`config.mk`:
```
export PLATFORM = sky130hd
export DESIGN_NAME = ps2_key_rx
export DESIGN_NICKNAME = d
export VERILOG_FILES = /design/src/rtl/snake_pkg.sv /design/src/rtl/ps2_frame_rx.sv /design/src/rtl/ps2_key_rx.sv
export SDC_FILE = /design/constraint.sdc
export NUM_CORES = 1
export LEC_CHECK = 0
export CORE_UTILIZATION = 55
export DETAILED_ROUTE_END_ITERATION = 6
export DONT_BUFFER_PORTS = 1
export GPL_ROUTABILITY_DRIVEN = 0
export PLACE_DENSITY = 0.67
export SYNTH_ARGS = -nofsm -noshare
export SYNTH_HDL_FRONTEND = slang
export SYNTH_SLANG_ARGS = --single-unit
```
`constraint.sdc`:
```
create_clock -name clk_25M -period 1.87 [get_ports clk_25M]
set_input_delay 0.187 -clock clk_25M [delete_from_list [all_inputs] [get_ports clk_25M]]
set_output_delay 0.187 -clock clk_25M [all_outputs]
set_load 0.005 [all_outputs]
```
`src/rtl/snake_pkg.sv`:
```
// Shared key codes and PS/2 scan constants for the snake input path.
// The frame FSM state type and the make-code decoder live here as well.
package snake_pkg;

    localparam logic [2:0] KEY_NONE  = 3'd0;
    localparam logic [2:0] KEY_UP    = 3'd1;
    localparam logic [2:0] KEY_DOWN  = 3'd2;
    localparam logic [2:0] KEY_LEFT  = 3'd3;
    localparam logic [2:0] KEY_RIGHT = 3'd4;
    localparam logic [2:0] KEY_PAUSE = 3'd5;

    localparam logic [7:0] SC_EXT   = 8'hE0;
    localparam logic [7:0] SC_BRK   = 8'hF0;
    localparam logic [7:0] SC_UP    = 8'h75;
    localparam logic [7:0] SC_DOWN  = 8'h72;
    localparam logic [7:0] SC_LEFT  = 8'h6B;
    localparam logic [7:0] SC_RIGHT = 8'h74;
    localparam logic [7:0] SC_SPACE = 8'h29;

    typedef enum logic [1:0] {
        FRAME_IDLE,
        FRAME_DATA,
        FRAME_PARITY,
        FRAME_STOP
    } frame_state_t;

    // Arrow keys only exist behind the E0 prefix; space only without it.
    function automatic logic [2:0] decode_make(input logic [7:0] code, input logic ext);
        logic [2:0] key;
        key = KEY_NONE;
        if (ext) begin
            case (code)
                SC_UP:    key = KEY_UP;
                SC_DOWN:  key = KEY_DOWN;
                SC_LEFT:  key = KEY_LEFT;
                SC_RIGHT: key = KEY_RIGHT;
                default:  key = KEY_NONE;
            endcase
        end else if (code == SC_SPACE) begin
            key = KEY_PAUSE;
        end
        return key;
    endfunction

endpackage

```
`src/rtl/ps2_frame_rx.sv`:
```
// PS/2 device-to-host frame receiver: pin synchronisers, stability filters,
// 11-bit frame FSM with odd-parity check and a mid-frame timeout.
module ps2_frame_rx #(
    parameter int FILTER_LEN = 8,
    parameter int TIMEOUT    = 50000
) (
    input  logic       clk_25M,
    input  logic       rst,
    input  logic       ps2_clk,
    input  logic       ps2_data,
    output logic [7:0] rx_byte,
    output logic       byte_valid,
    output logic       frame_err
);
    import snake_pkg::*;

    localparam int FW = (FILTER_LEN > 1) ? $clog2(FILTER_LEN) : 1;
    localparam int TW = $clog2(TIMEOUT);

    logic [1:0]    clk_sync;
    logic [1:0]    data_sync;
    logic          clk_filt;
    logic          data_filt;
    logic [FW-1:0] clk_cnt;
    logic [FW-1:0] data_cnt;
    logic          strike;

    frame_state_t  state;
    logic [2:0]    bit_cnt;
    logic [7:0]    shift;
    logic          parity_ok;
    logic [TW-1:0] timer;

    always_ff @(posedge clk_25M or negedge rst) begin
        if (!rst) begin
            clk_sync  <= 2'b11;
            data_sync <= 2'b11;
        end else begin
            clk_sync  <= {clk_sync[0], ps2_clk};
            data_sync <= {data_sync[0], ps2_data};
        end
    end

    // A new level is taken only after FILTER_LEN consecutive disagreeing samples;
    // the strike fires in the same cycle the filtered clock drops.
    always_ff @(posedge clk_25M or negedge rst) begin
        if (!rst) begin
            clk_filt  <= 1'b1;
            data_filt <= 1'b1;
            clk_cnt   <= '0;
            data_cnt  <= '0;
            strike    <= 1'b0;
        end else begin
            strike <= 1'b0;
            if (clk_sync[1] == clk_filt) begin
                clk_cnt <= '0;
            end else if (clk_cnt == FW'(FILTER_LEN - 1)) begin
                clk_filt <= clk_sync[1];
                clk_cnt  <= '0;
                strike   <= clk_filt;
            end else begin
                clk_cnt <= clk_cnt + 1'b1;
            end

            if (data_sync[1] == data_filt) begin
                data_cnt <= '0;
            end else if (data_cnt == FW'(FILTER_LEN - 1)) begin
                data_filt <= data_sync[1];
                data_cnt  <= '0;
            end else begin
                data_cnt <= data_cnt + 1'b1;
            end
        end
    end

    always_ff @(posedge clk_25M or negedge rst) begin
        if (!rst) begin
            state      <= FRAME_IDLE;
            bit_cnt    <= '0;
            shift      <= '0;
            parity_ok  <= 1'b0;
            timer      <= '0;
            rx_byte    <= '0;
            byte_valid <= 1'b0;
            frame_err  <= 1'b0;
        end else begin
            byte_valid <= 1'b0;
            frame_err  <= 1'b0;
            if (strike) begin
                timer <= '0;
                case (state)
                    FRAME_IDLE: begin
                        if (!data_filt) begin
                            state   <= FRAME_DATA;
                            bit_cnt <= '0;
                        end else begin
                            frame_err <= 1'b1;
                        end
                    end
                    FRAME_DATA: begin
                        shift   <= {data_filt, shift[7:1]};
                        bit_cnt <= bit_cnt + 1'b1;
                        if (bit_cnt == 3'd7) begin
                            state <= FRAME_PARITY;
                        end
                    end
                    FRAME_PARITY: begin
                        parity_ok <= ^{shift, data_filt};
                        state     <= FRAME_STOP;
                    end
                    FRAME_STOP: begin
                        if (data_filt && parity_ok) begin
                            rx_byte    <= shift;
                            byte_valid <= 1'b1;
                        end else begin
                            frame_err <= 1'b1;
                        end
                        state <= FRAME_IDLE;
                    end
                    default: state <= FRAME_IDLE;
                endcase
            end else if (state != FRAME_IDLE) begin
                if (timer == TW'(TIMEOUT - 1)) begin
                    frame_err <= 1'b1;
                    state     <= FRAME_IDLE;
                    timer     <= '0;
                end else begin
                    timer <= timer + 1'b1;
                end
            end else begin
                timer <= '0;
            end
        end
    end

endmodule

```
`src/rtl/ps2_key_rx.sv`:
```
// PS/2 keyboard receiver: turns make/break/extended scan-code sequences
// into one-cycle key strobes for the snake game controller.
module ps2_key_rx #(
    parameter int FILTER_LEN = 8,
    parameter int TIMEOUT    = 50000
) (
    input  logic       clk_25M,
    input  logic       rst,
    input  logic       ps2_clk,
    input  logic       ps2_data,
    output logic [2:0] key_stroke,
    output logic       key_valid,
    output logic       frame_err
);
    import snake_pkg::*;

    logic [7:0] rx_byte;
    logic       byte_valid;
    logic       rx_err;
    logic       ext;
    logic       brk;
    logic [2:0] make_key;

    ps2_frame_rx #(
        .FILTER_LEN (FILTER_LEN),
        .TIMEOUT    (TIMEOUT)
    ) u_frame (
        .clk_25M    (clk_25M),
        .rst        (rst),
        .ps2_clk    (ps2_clk),
        .ps2_data   (ps2_data),
        .rx_byte    (rx_byte),
        .byte_valid (byte_valid),
        .frame_err  (rx_err)
    );

    assign make_key  = decode_make(rx_byte, ext);
    assign frame_err = rx_err;

    // A corrupted frame drops any pending prefix so it cannot pair with a later byte.
    always_ff @(posedge clk_25M or negedge rst) begin
        if (!rst) begin
            ext        <= 1'b0;
            brk        <= 1'b0;
            key_stroke <= KEY_NONE;
            key_valid  <= 1'b0;
        end else begin
            key_stroke <= KEY_NONE;
            key_valid  <= 1'b0;
            if (rx_err) begin
                ext <= 1'b0;
                brk <= 1'b0;
            end else if (byte_valid) begin
                case (rx_byte)
                    SC_EXT: ext <= 1'b1;
                    SC_BRK: brk <= 1'b1;
                    default: begin
                        if (!brk && make_key != KEY_NONE) begin
                            key_stroke <= make_key;
                            key_valid  <= 1'b1;
                        end
                        ext <= 1'b0;
                        brk <= 1'b0;
                    end
                endcase
            end
        end
    end

endmodule

```
==> results of run 1 <==
[synthesized netlist by cell type]
| master | instances |
|---|---|
| nand2b_1 | 2 |
| clkinv_1 | 1 |
| a21oi_1 | 6 |
| o22ai_1 | 1 |
| nor2_1 | 25 |
| o21ai_0 | 5 |
| nand4b_1 | 1 |
| nand4_1 | 6 |
| xnor3_1 | 1 |
| clkbuf_1 | 3 |
| mux2_2 | 11 |
| nor3_1 | 5 |
| and3b_1 | 1 |
| nand2_1 | 35 |
| and4bb_2 | 1 |
| xor2_1 | 5 |
| a22o_1 | 2 |
| nor4bb_1 | 2 |
| nor3b_1 | 2 |
| nand3_2 | 1 |
| nor4b_1 | 1 |
| a31oi_1 | 2 |
| nor2b_1 | 1 |
| o41ai_1 | 1 |
| a21o_1 | 2 |
| a32o_1 | 1 |
| o211a_1 | 1 |
| nor4_1 | 3 |
| inv_1 | 7 |
| nand3_1 | 7 |
| and4b_1 | 1 |
| dfstp_2 | 6 |
| and3_1 | 4 |
| dfrtp_1 | 53 |
| or4_4 | 1 |
| or3_1 | 3 |
| ha_1 | 11 |
| xnor2_1 | 15 |
| and2_1 | 4 |
| o211ai_1 | 1 |
[final cells by class]
cell class	count	share of cell area, %
Inverter	8	1.010
Sequential cell	59	49.92
Multi-Input combinational cell	171	38.22
Clock inverter	2	0.3367
Clock buffer	14	5.471
Timing Repair Buffer	6	2.862
Tap cell	52	2.189
[sequential cells by signal, indices dropped and copies added, names as in the netlist, 2 cells and up]
signal and flops:
u_frame.state 2, u_frame.data_sync 2, key_stroke 3, u_frame.rx_byte 8
u_frame.shift 8, u_frame.data_cnt 3, u_frame.clk_cnt 3, u_frame.bit_cnt 3
u_frame.clk_sync 2, u_frame.timer 16
[how the worst max path moves through the flow]
| stage | from | end | slack (ns) |
|---|---|---|---|
| 2_1_floorplan | u_frame.timer[5] | u_frame.timer[15] | 0.23 |
| 3_3_place_gp | u_frame.timer[5] | u_frame.timer[15] | 0.18 |
| 3_5_place_dp | u_frame.timer[5] | u_frame.timer[15] | 0.14 |
| 4_1_cts | u_frame.timer[5] | u_frame.timer[15] | 0.12 |
| 5_1_grt | u_frame.timer[5] | u_frame.timer[13] | 0.02 |
| 6_report | u_frame.timer[5] | u_frame.timer[15] | 0.13 |
[metal layers]
| metal | global-route usage [%] | wire (um) |
|---|---|---|
| met5 | 0 | 0 |
| met4 | 9.804 | 46 |
| met3 | 6.892 | 134 |
| met2 | 28.04 | 1910 |
| met1 | 26.99 | 2128 |
[per-stage QoR]
step           util (%)  power (uW)  hold slack, ns  worst slack [ns]
2_1_floorplan         -        1564         -0.1086            0.2335
3_3_place_gp      60.89        1602         -0.1075            0.1836
3_5_place_dp      60.89        1605         -0.1075            0.1370
4_1_cts           66.00        2668          0.3572            0.1248
5_1_grt           66.00        2769          0.3584           0.01538
6_report          66.00        2622          0.3553            0.1337
[worst reg2reg max path, cell delays in order, from the launching register on]
cell and delay [ns]:
dfrtp_1 0.43, nand3_2 0.15, or4_4 0.59, or3_1 0.36
a21oi_1 0.14
[logic make-up (layout without fill, tap and decap cells)]
| kind of cell | count (synthesis) | in the layout | share of synthesized area [%] |
|---|---|---|---|
| AO/OA/AOI/OAI | 22 | 22 | 5.360 |
| XOR/XNOR | 21 | 21 | 7.428 |
| flip-flops | 59 | 59 | 55.76 |
| AND/OR/NAND/NOR | 106 | 106 | 20.08 |
| adder cells (fa/ha/maj) | 11 | 11 | 5.172 |
| buffers and inverters | 11 | 30 | 1.551 |
| multiplexers | 11 | 11 | 4.654 |
[power by group]
group	total [uW]	internal (uW)	switching, uW	leakage (uW)
Clock	1010	550	456	0.0000905
Combinational	193	97.6	95.8	0.000493
Sequential	1420	1370	54.8	0.000798
Total	2620	2020	606	0.00138
==> metrics, run 1 <==
cells traversed along the worst timing path nand3_2, or4_4, or3_1, a21oi_1; transition time at the pin with the least slew margin 0.5247 ns; Core Box Area 4504 um2; reg-to-reg startpoint u_frame.timer[5]; total leakage power 0.001382 uW; total of max-cap violations 0; Die H 71.56 um; start point of the worst hold path u_frame.data_sync[0]; clock tree from TritonCTS yes; n_diodes 0; routed wire length 4220 um; number of non-filler instances in the completed layout 312; RSZ-0062 raised after global routing false; endpoint of the lowest-slack register-to-register path u_frame.timer[15]; startpoint-to-endpoint class of the critical path register to register; overflow left after global routing 0; largest net degree at the start of global routing 60; Setup crit end kind register; final worst path period need 1.736 ns; count of instances resized after the clock tree is built 0; number of fill cells 343; worst clock skew 0.005923 ns; Syn Area/Cell 11.04 um2; number of ports placed on the die boundary 9; antenna violations before repair 0; post-detailed-route DRC marker count 0; Slew HR 64.54%; cell depth of the worst setup path 4; number of CTS-inserted buffers 9; number of nets still failing antenna checks after routing 0; Syn Std Cell Area 2661 um2; number of max-slew violations in the final report 0; area share of the largest cell type after synthesis 49.84%; count of placed standard cells including taps 292; buffer depth of the longest clock path 2; Synth-to-Final Area Change 11.71%; crit share post-route 92.85%; Slowest Stage Delay on Critical Path 0.59 ns; highest clock frequency the design can meet 0.5759 GHz; post-synth top area cell dfrtp_1; number of DRC markers after the initial detailed-route iteration 139; vias in the first global route 1,619; final number of hold-violating endpoints 0; placed wire-length estimate 2818 um; largest driver fanout on the critical path 6; Worst Hold Class register to register; commonest non-fill, non-tap cell in the layout dfrtp_1; Crit path buffers/inverters 0; global-route wire length before repair 7569 um; number of hold buffers added after CTS 4; via-per-instance ratio 5.574; input/output buffers 0; share of the yosys chip area belonging to registers 55.76%; number of distinct library cell variants in the gate-level netlist after synthesis 40; post-synthesis sequential element count 59; count of mapped cells out of synthesis 241; standard cell area after detailed placement 2743 um2; slack of the worst reg-to-reg path 0.13 ns; critical-path cell with the highest stage delay or4_4; total number of nets in the final design 270; worst endpoint required time 2.12 ns; fraction of layout instances using a drive strength above 1 13.85%; Reg area 1484 um2; most frequent cells in the layout dfrtp_1, nand2_1, nor2_1; depth of the worst register-to-register path 4; combined area of the multi-input logic cells 1136 um2; Hold Path Sink u_frame.data_sync[1]; maximum vdd drop 0.6771 mV; yosys synthesis warning count 0; via total after detailed routing 1,739; aggregate global-route resource usage 19.69%; Max H-tree Level 3; buffer type at the clock tree root clkbuf_8; final count of negative-setup-slack endpoints 0; net count after synthesis 256; Placement Rows 24; result of the run completed; Die ar. 5121 um2; main area contributors after synthesis dfrtp_1, dfstp_2, ha_1; power density of the placed cells 882.0 nW/um2; depth of the worst hold-timing path 0; clock tree sinks 59; die extent in x 71.56 um; post-route cell area 2973 um2; detailed-route wire length per cell 13.53 um; clk_lat worst skew 0.33 ns; kind of launch point of the worst setup path register; first-pass detailed-route iteration total 6; postcts setup bufs 0; starting utilization of the core area 59.08%; WP data arrival 1.99 ns; category of cells accounting for the largest share of critical-path delay simple AND/OR/NAND/NOR gates; Setup TNS 0 ns; post-CTS clock slew at the launch and capture registers of the worst setup and hold paths 0.06 ns
No activity file was read; power rests on OpenSTA's default activity.
==> run 2: changes to the inputs <==
--- a/config.mk
+++ b/config.mk
@@ -5,11 +5,14 @@
 export SDC_FILE = /design/constraint.sdc
 export NUM_CORES = 1
 export LEC_CHECK = 0
-export CORE_UTILIZATION = 55
+export CELL_PAD_IN_SITES_DETAIL_PLACEMENT = 1
+export CELL_PAD_IN_SITES_GLOBAL_PLACEMENT = 2
+export CORE_MARGIN = 3
+export CORE_UTILIZATION = 42
 export DETAILED_ROUTE_END_ITERATION = 6
 export DONT_BUFFER_PORTS = 1
 export GPL_ROUTABILITY_DRIVEN = 0
-export PLACE_DENSITY = 0.67
+export PLACE_DENSITY = 0.75
 export SYNTH_ARGS = -nofsm -noshare
 export SYNTH_HDL_FRONTEND = slang
 export SYNTH_SLANG_ARGS = --single-unit
==> constraint.sdc (replaced) <==
create_clock -name clk_25M -period 1.8 [get_ports clk_25M]
set_input_delay 0.18 -clock clk_25M [delete_from_list [all_inputs] [get_ports clk_25M]]
set_output_delay 0.18 -clock clk_25M [all_outputs]
set_load 0.005 [all_outputs]
==> run 2 against run 1 <==
Design area increased by 4.1%. Count of clock-buffer cells in the layout decreased by 2. Fmax increased by 2.2%. Critical endpoint unchanged.
==> metrics, run 2 (synthesized netlist as in run 1, its figures left out) <==
vias in the first global route 1,968 (+22%); Die ar. 7327 um2 (+43%); starting utilization of the core area 44.17% (-15 points); post-route cell area 3094 um2 (+4.1%); switching share of power 21.67% (-1.5 points); Die H 85.60 um (+20%); crit share post-route 94.40% (+1.6 points); power share of the combinational group 6.5% (-0.9 points); post-detailed-route DRC marker count 0 (unchanged); Clk pwr share 46.6% (+8.2 points); aggregate global-route resource usage 17.01% (-2.7 points); net switching component of the power 686.5 uW (+13%); depth of the worst register-to-register path 4 (unchanged); highest clock frequency the design can meet 0.5885 GHz (+2.2%); buffer type at the clock tree root clkbuf_8; via total after detailed routing 1,804 (+3.7%); placed wire-length estimate 3853 um (+37%); n_diodes 0 (unchanged); depth of the worst hold-timing path 0 (unchanged); Slew HR 67.73% (+3.2 points); overflow left after global routing 0 (unchanged); number of nets still failing antenna checks after routing 0 (unchanged); post-CTS clock slew at the launch and capture registers of the worst setup and hold paths 0.07 ns (about the same); final count of negative-setup-slack endpoints 0 (unchanged); slack of the worst reg-to-reg path 0.10 ns (-0.03 ns); result of the run completed; Placement Rows 28 (+17%); kind of launch point of the worst setup path register; largest driver fanout on the critical path 5 (-1); total leakage power 0.001421 uW (+2.8%); Worst Hold Class register to register; buffer depth of the longest clock path 2 (unchanged); standard cell area after detailed placement 2774 um2 (+1.1%); die extent in x 85.60 um (+20%); Hold Path Sink u_frame.data_sync[1]; first-pass detailed-route iteration total 4 (-2); clk_lat worst skew 0.33 ns (about the same); start point of the worst hold path u_frame.data_sync[0]; share of power burned in registers 46.9% (-7.4 points); global-route wire length before repair 9577 um (+27%); total number of nets in the final design 274 (+1.5%); worst endpoint required time 2.06 ns (-0.06 ns); via-per-instance ratio 5.322 (-4.5%); post-layout worst setup margin 0.1008 ns (-0.03291 ns); maximum vdd drop 0.5885 mV (-13%); detailed-route wire length per cell 16.47 um (+22%); Worst Setup Slack post-DPL 0.09822 ns (-0.03873 ns); startpoint-to-endpoint class of the critical path register to register; transition time at the pin with the least slew margin 0.4775 ns (-0.04726 ns); flip-flop count of the largest register after layout 16 (unchanged); Core Box Area 6026 um2 (+34%); CP startpoint u_frame.timer[9]; number of ports placed on the die boundary 9 (unchanged); Max H-tree Level 3 (unchanged); final number of hold-violating endpoints 0 (unchanged); Synth-to-Final Area Change 16.27%; number of non-filler instances in the completed layout 339 (+8.7%); endpoint of the lowest-slack register-to-register path u_frame.timer[15]; fraction of layout instances using a drive strength above 1 15.91% (+2.1 points); clock tree from TritonCTS yes; largest registers in the final layout u_frame.timer: 16 flops, u_frame.rx_byte: 8 flops, u_frame.shift: 8 flops; routed wire length 5585 um (+32%); number of DRC markers after the initial detailed-route iteration 91 (-35%); commonest non-fill, non-tap cell in the layout dfrtp_1; most flop-heavy register u_frame.timer; input/output buffers 0 (unchanged); antenna violations before repair 0 (unchanged); WP data arrival 1.96 ns (-0.03 ns); Setup crit end kind register; reg-to-reg startpoint u_frame.timer[9]; Total Power 3169 uW (+21%); most frequent cells in the layout dfrtp_1, nand2_1, nor2_1; final worst path period need 1.699 ns (-0.03709 ns); number of CTS-inserted buffers 9 (unchanged); clock tree sinks 59 (unchanged); count of placed standard cells including taps 317 (+8.6%); worst clock skew 0.01030 ns (+0.004374 ns); number of max-slew violations in the final report 0 (unchanged); total of max-cap violations 0 (unchanged); largest net degree at the start of global routing 60 (unchanged); internal portion of total power 2482 uW (+23%); power density of the placed cells 1024 nW/um2 (+16%)
==> run 2: timing repair <==
action                                  4_1_cts  5_1_grt
setup buffers                                 0        2
endpoints found under the setup margin        0        3
hold endpoints to repair                     61        0
hold buffers                                  4        0
gates resized for setup                       0        1
==> run 2: worst max path at each step <==
stage	to	cells after the start
after floorplan	u_frame.timer[15]	4
after global placement	u_frame.timer[15]	4
after detailed placement	u_frame.timer[15]	4
after CTS	u_frame.timer[15]	4
after global routing	u_frame.timer[15]	4
final	u_frame.timer[15]	4
==> run 2: power by group through the flow <==
stage / clock network, uW / registers (uW) / logic, uW
floorplan: 0 / 1470 / 156
global placement: 0 / 1500 / 152
detailed placement: 0 / 1510 / 171
CTS: 1510 / 1490 / 214
global route: 1600 / 1500 / 242
finish: 1480 / 1490 / 206
==> run 2: through the flow <==
stage                     setup TNS, ns  util [%]  hold WS [ns]
after floorplan                       0         -       -0.1156
after global placement                0     46.03       -0.1140
after detailed placement              0     46.03       -0.1140
after CTS                             0     51.02        0.3577
after global routing          -0.003860     51.35        0.3648
final                                 0     51.35        0.3560
==> run 2: per-layer routing <==
layer,vias to the layer above,GRT usage (%),wire (um)
met5,-,0,0
met4,0,5.180,61
met3,6,5.764,127
met2,19,26.62,2832
met1,911,22.44,2563
li1,868,-,-
==> run 2: layout make-up <==
class / instances / area [um2]
multi-input combinational: 171 / 1141
fill: 661 / 2932
inverter: 8 / 30.03
tap: 75 / 93.84
clock buffer: 12 / 145.1
clock inverter: 4 / 97.59
sequential: 59 / 1484
timing repair buffer: 10 / 102.6
==> run 2: worst max-delay path, stage by stage (launching register included) <==
cell and delay, ns:
dfrtp_1 0.41, nand3_1 0.14, or4_4 0.57, or3_1 0.37
a21oi_1 0.14
==> run 3: changes to the inputs <==
--- a/config.mk
+++ b/config.mk
@@ -13,6 +13,7 @@
 export DONT_BUFFER_PORTS = 1
 export GPL_ROUTABILITY_DRIVEN = 0
 export PLACE_DENSITY = 0.75
+export REMOVE_ABC_BUFFERS = 1
 export SYNTH_ARGS = -nofsm -noshare
 export SYNTH_HDL_FRONTEND = slang
 export SYNTH_SLANG_ARGS = --single-unit
==> run 3 against run 2 <==
Register-to-register slack hardly changed. Power shrank 8.7%. Global-route usage rose by 0.25 points. Count of clock-buffer cells in the layout increased by 1. Final cell count is 0.88% higher. Fmax is 0.64% lower. Largest cell class unchanged. Critical endpoint unchanged. Sequential power about the same. Sequential cell count unchanged.
==> metrics, run 3 (synthesized netlist as in run 1, its figures left out) <==
Die ar. 7327 um2 (unchanged); cells traversed along the worst timing path nand3_2, or4_4, or3_1, a21oi_1; antenna violations before repair 0 (unchanged); overflow left after global routing 0 (unchanged); post-CTS clock slew at the launch and capture registers of the worst setup and hold paths 0.07 ns (about the same); number of ports placed on the die boundary 9 (unchanged); routed wire length 5680 um (+1.7%); transition time at the pin with the least slew margin 0.4708 ns (-0.006712 ns); combined area of the multi-input logic cells 1141 um2 (unchanged); Setup crit end kind register; number of fill cells 664 (+0.45%); most flop-heavy register u_frame.timer; final count of negative-setup-slack endpoints 0 (unchanged); aggregate global-route resource usage 17.27% (+0.25 points); via-per-instance ratio 5.339 (+0.33%); number of DRC markers after the initial detailed-route iteration 138 (+52%); worst clock skew 0.01329 ns (+0.002989 ns); number of nets still failing antenna checks after routing 0 (unchanged); power density of the placed cells 940.4 nW/um2 (-8.2%); startpoint-to-endpoint class of the critical path register to register; post-detailed-route DRC marker count 0 (unchanged); Worst Hold Class register to register; number of non-filler instances in the completed layout 342 (+0.88%); n_diodes 0 (unchanged); largest registers in the final layout u_frame.timer: 16 flops, u_frame.rx_byte: 8 flops, u_frame.shift: 8 flops; Core Box Area 6026 um2 (unchanged); buffer type at the clock tree root clkbuf_8; Reg area 1484 um2 (unchanged); Synth-to-Final Area Change 15.56%; critical-path cell with the highest stage delay or4_4; count of placed standard cells including taps 319 (+0.63%); placed wire-length estimate 4010 um (+4.1%); global-route wire length before repair 9632 um (+0.57%); number of max-slew violations in the final report 0 (unchanged); clock tree sinks 59 (unchanged); detailed-route wire length per cell 16.61 um (+0.81%); Post-Route Utilization 51.04% (-0.31 points); final number of hold-violating endpoints 0 (unchanged); clock tree from TritonCTS yes; largest net degree at the start of global routing 60 (unchanged); Die H 85.60 um (unchanged); kind of launch point of the worst setup path register; Max H-tree Level 3 (unchanged); largest driver fanout on the critical path 5 (unchanged); fraction of layout instances using a drive strength above 1 16.48% (+0.57 points); die extent in x 85.60 um (unchanged); total of max-cap violations 0 (unchanged); flip-flop count of the largest register after layout 16 (unchanged); input/output buffers 0 (unchanged); via total after detailed routing 1,826 (+1.2%); clk_lat worst skew 0.34 ns (about the same); first-pass detailed-route iteration total 7 (+3); final worst path period need 1.710 ns (+0.01100 ns); crit share post-route 95.01% (+0.61 points); highest clock frequency the design can meet 0.5847 GHz (-0.64%); Slew HR 68.19% (+0.45 points); maximum vdd drop 0.5564 mV (-5.5%); WP data arrival 1.97 ns (about the same); vias in the first global route 1,979 (+0.56%); category of cells accounting for the largest share of critical-path delay simple AND/OR/NAND/NOR gates; commonest non-fill, non-tap cell in the layout dfrtp_1; most frequent cells in the layout dfrtp_1, nand2_1, nor2_1; total number of nets in the final design 277 (+1.1%); Slowest Stage Delay on Critical Path 0.56 ns (about the same); total leakage power 0.001425 uW (+0.23%); Crit path buffers/inverters 0 (unchanged); worst endpoint required time 2.06 ns (about the same); buffer depth of the longest clock path 2 (unchanged); number of CTS-inserted buffers 9 (unchanged); Placement Rows 28 (unchanged); starting utilization of the core area 44.17% (unchanged); result of the run completed
## run 3: what timing repair did
item,CTS,global route
hold buffers,4,0
resized for setup,0,1
setup endpoints to repair,0,1
endpoints found under the hold margin,61,0
setup buffers,0,3
## run 3: report_power, final
group | switching [uW] | leakage [uW] | internal (uW)
logic | 122 | 0.000529 | 115
clock network | 499 | 0.0000974 | 674
registers | 60.2 | 0.000798 | 1420
total | 682 | 0.00142 | 2210
## run 3: stage by stage
step / hold WS [ns] / instance area [um2] / TNS [ns] / total power (uW) / worst slack (ns)
floorplan: -0.1156 / 2650 / 0 / 1621 / 0.1588
global placement: -0.1142 / 2801 / 0 / 1675 / 0.1464
detailed placement: -0.1144 / 2801 / 0 / 1710 / 0.1044
CTS: 0.3611 / 3048 / 0 / 2946 / 0.06900
global route: 0.3629 / 3075 / -0.03584 / 3062 / -0.03584
finish: 0.3580 / 3075 / 0 / 2892 / 0.08977
## run 3: final cells by class
| class | instances | area share (%) |
|---|---|---|
| sequential | 59 | 48.25 |
| clock inverter | 3 | 1.302 |
| multi-input combinational | 171 | 37.10 |
| inverter | 8 | 0.9764 |
| clock buffer | 13 | 4.841 |
| timing repair buffer | 13 | 4.475 |
| tap | 75 | 3.051 |
## run 3: metal layers
layer,part of all wire (%),up-vias,track usage [%]
met1,46,926,21.60
met2,49,22,27.75
met4,1.6,0,7.482
li1,-,869,-
met5,0,-,0
met3,2.7,9,5.187
## run 3: final timing paths
check	to	cells past startpoint	slack (ns)	startpoint
max reg2reg	u_frame.timer[15]	4	0.09	u_frame.timer[8]
min reg2reg	u_frame.clk_sync[1]	0	0.36	u_frame.clk_sync[0]
min in group asynchronous	u_frame.data_cnt[2]	2	0.37	rst
max	u_frame.timer[15]	4	0.09	u_frame.timer[8]
min	u_frame.clk_sync[1]	0	0.36	u_frame.clk_sync[0]
max in group asynchronous	u_frame.clk_sync[1]	2	1.13	rst
## run 3: worst reg2reg max path, cell delays in order (launching register included)
cell     delay, ns
dfrtp_1       0.42
nand3_2       0.13
or4_4         0.56
or3_1         0.36
a21oi_1       0.15
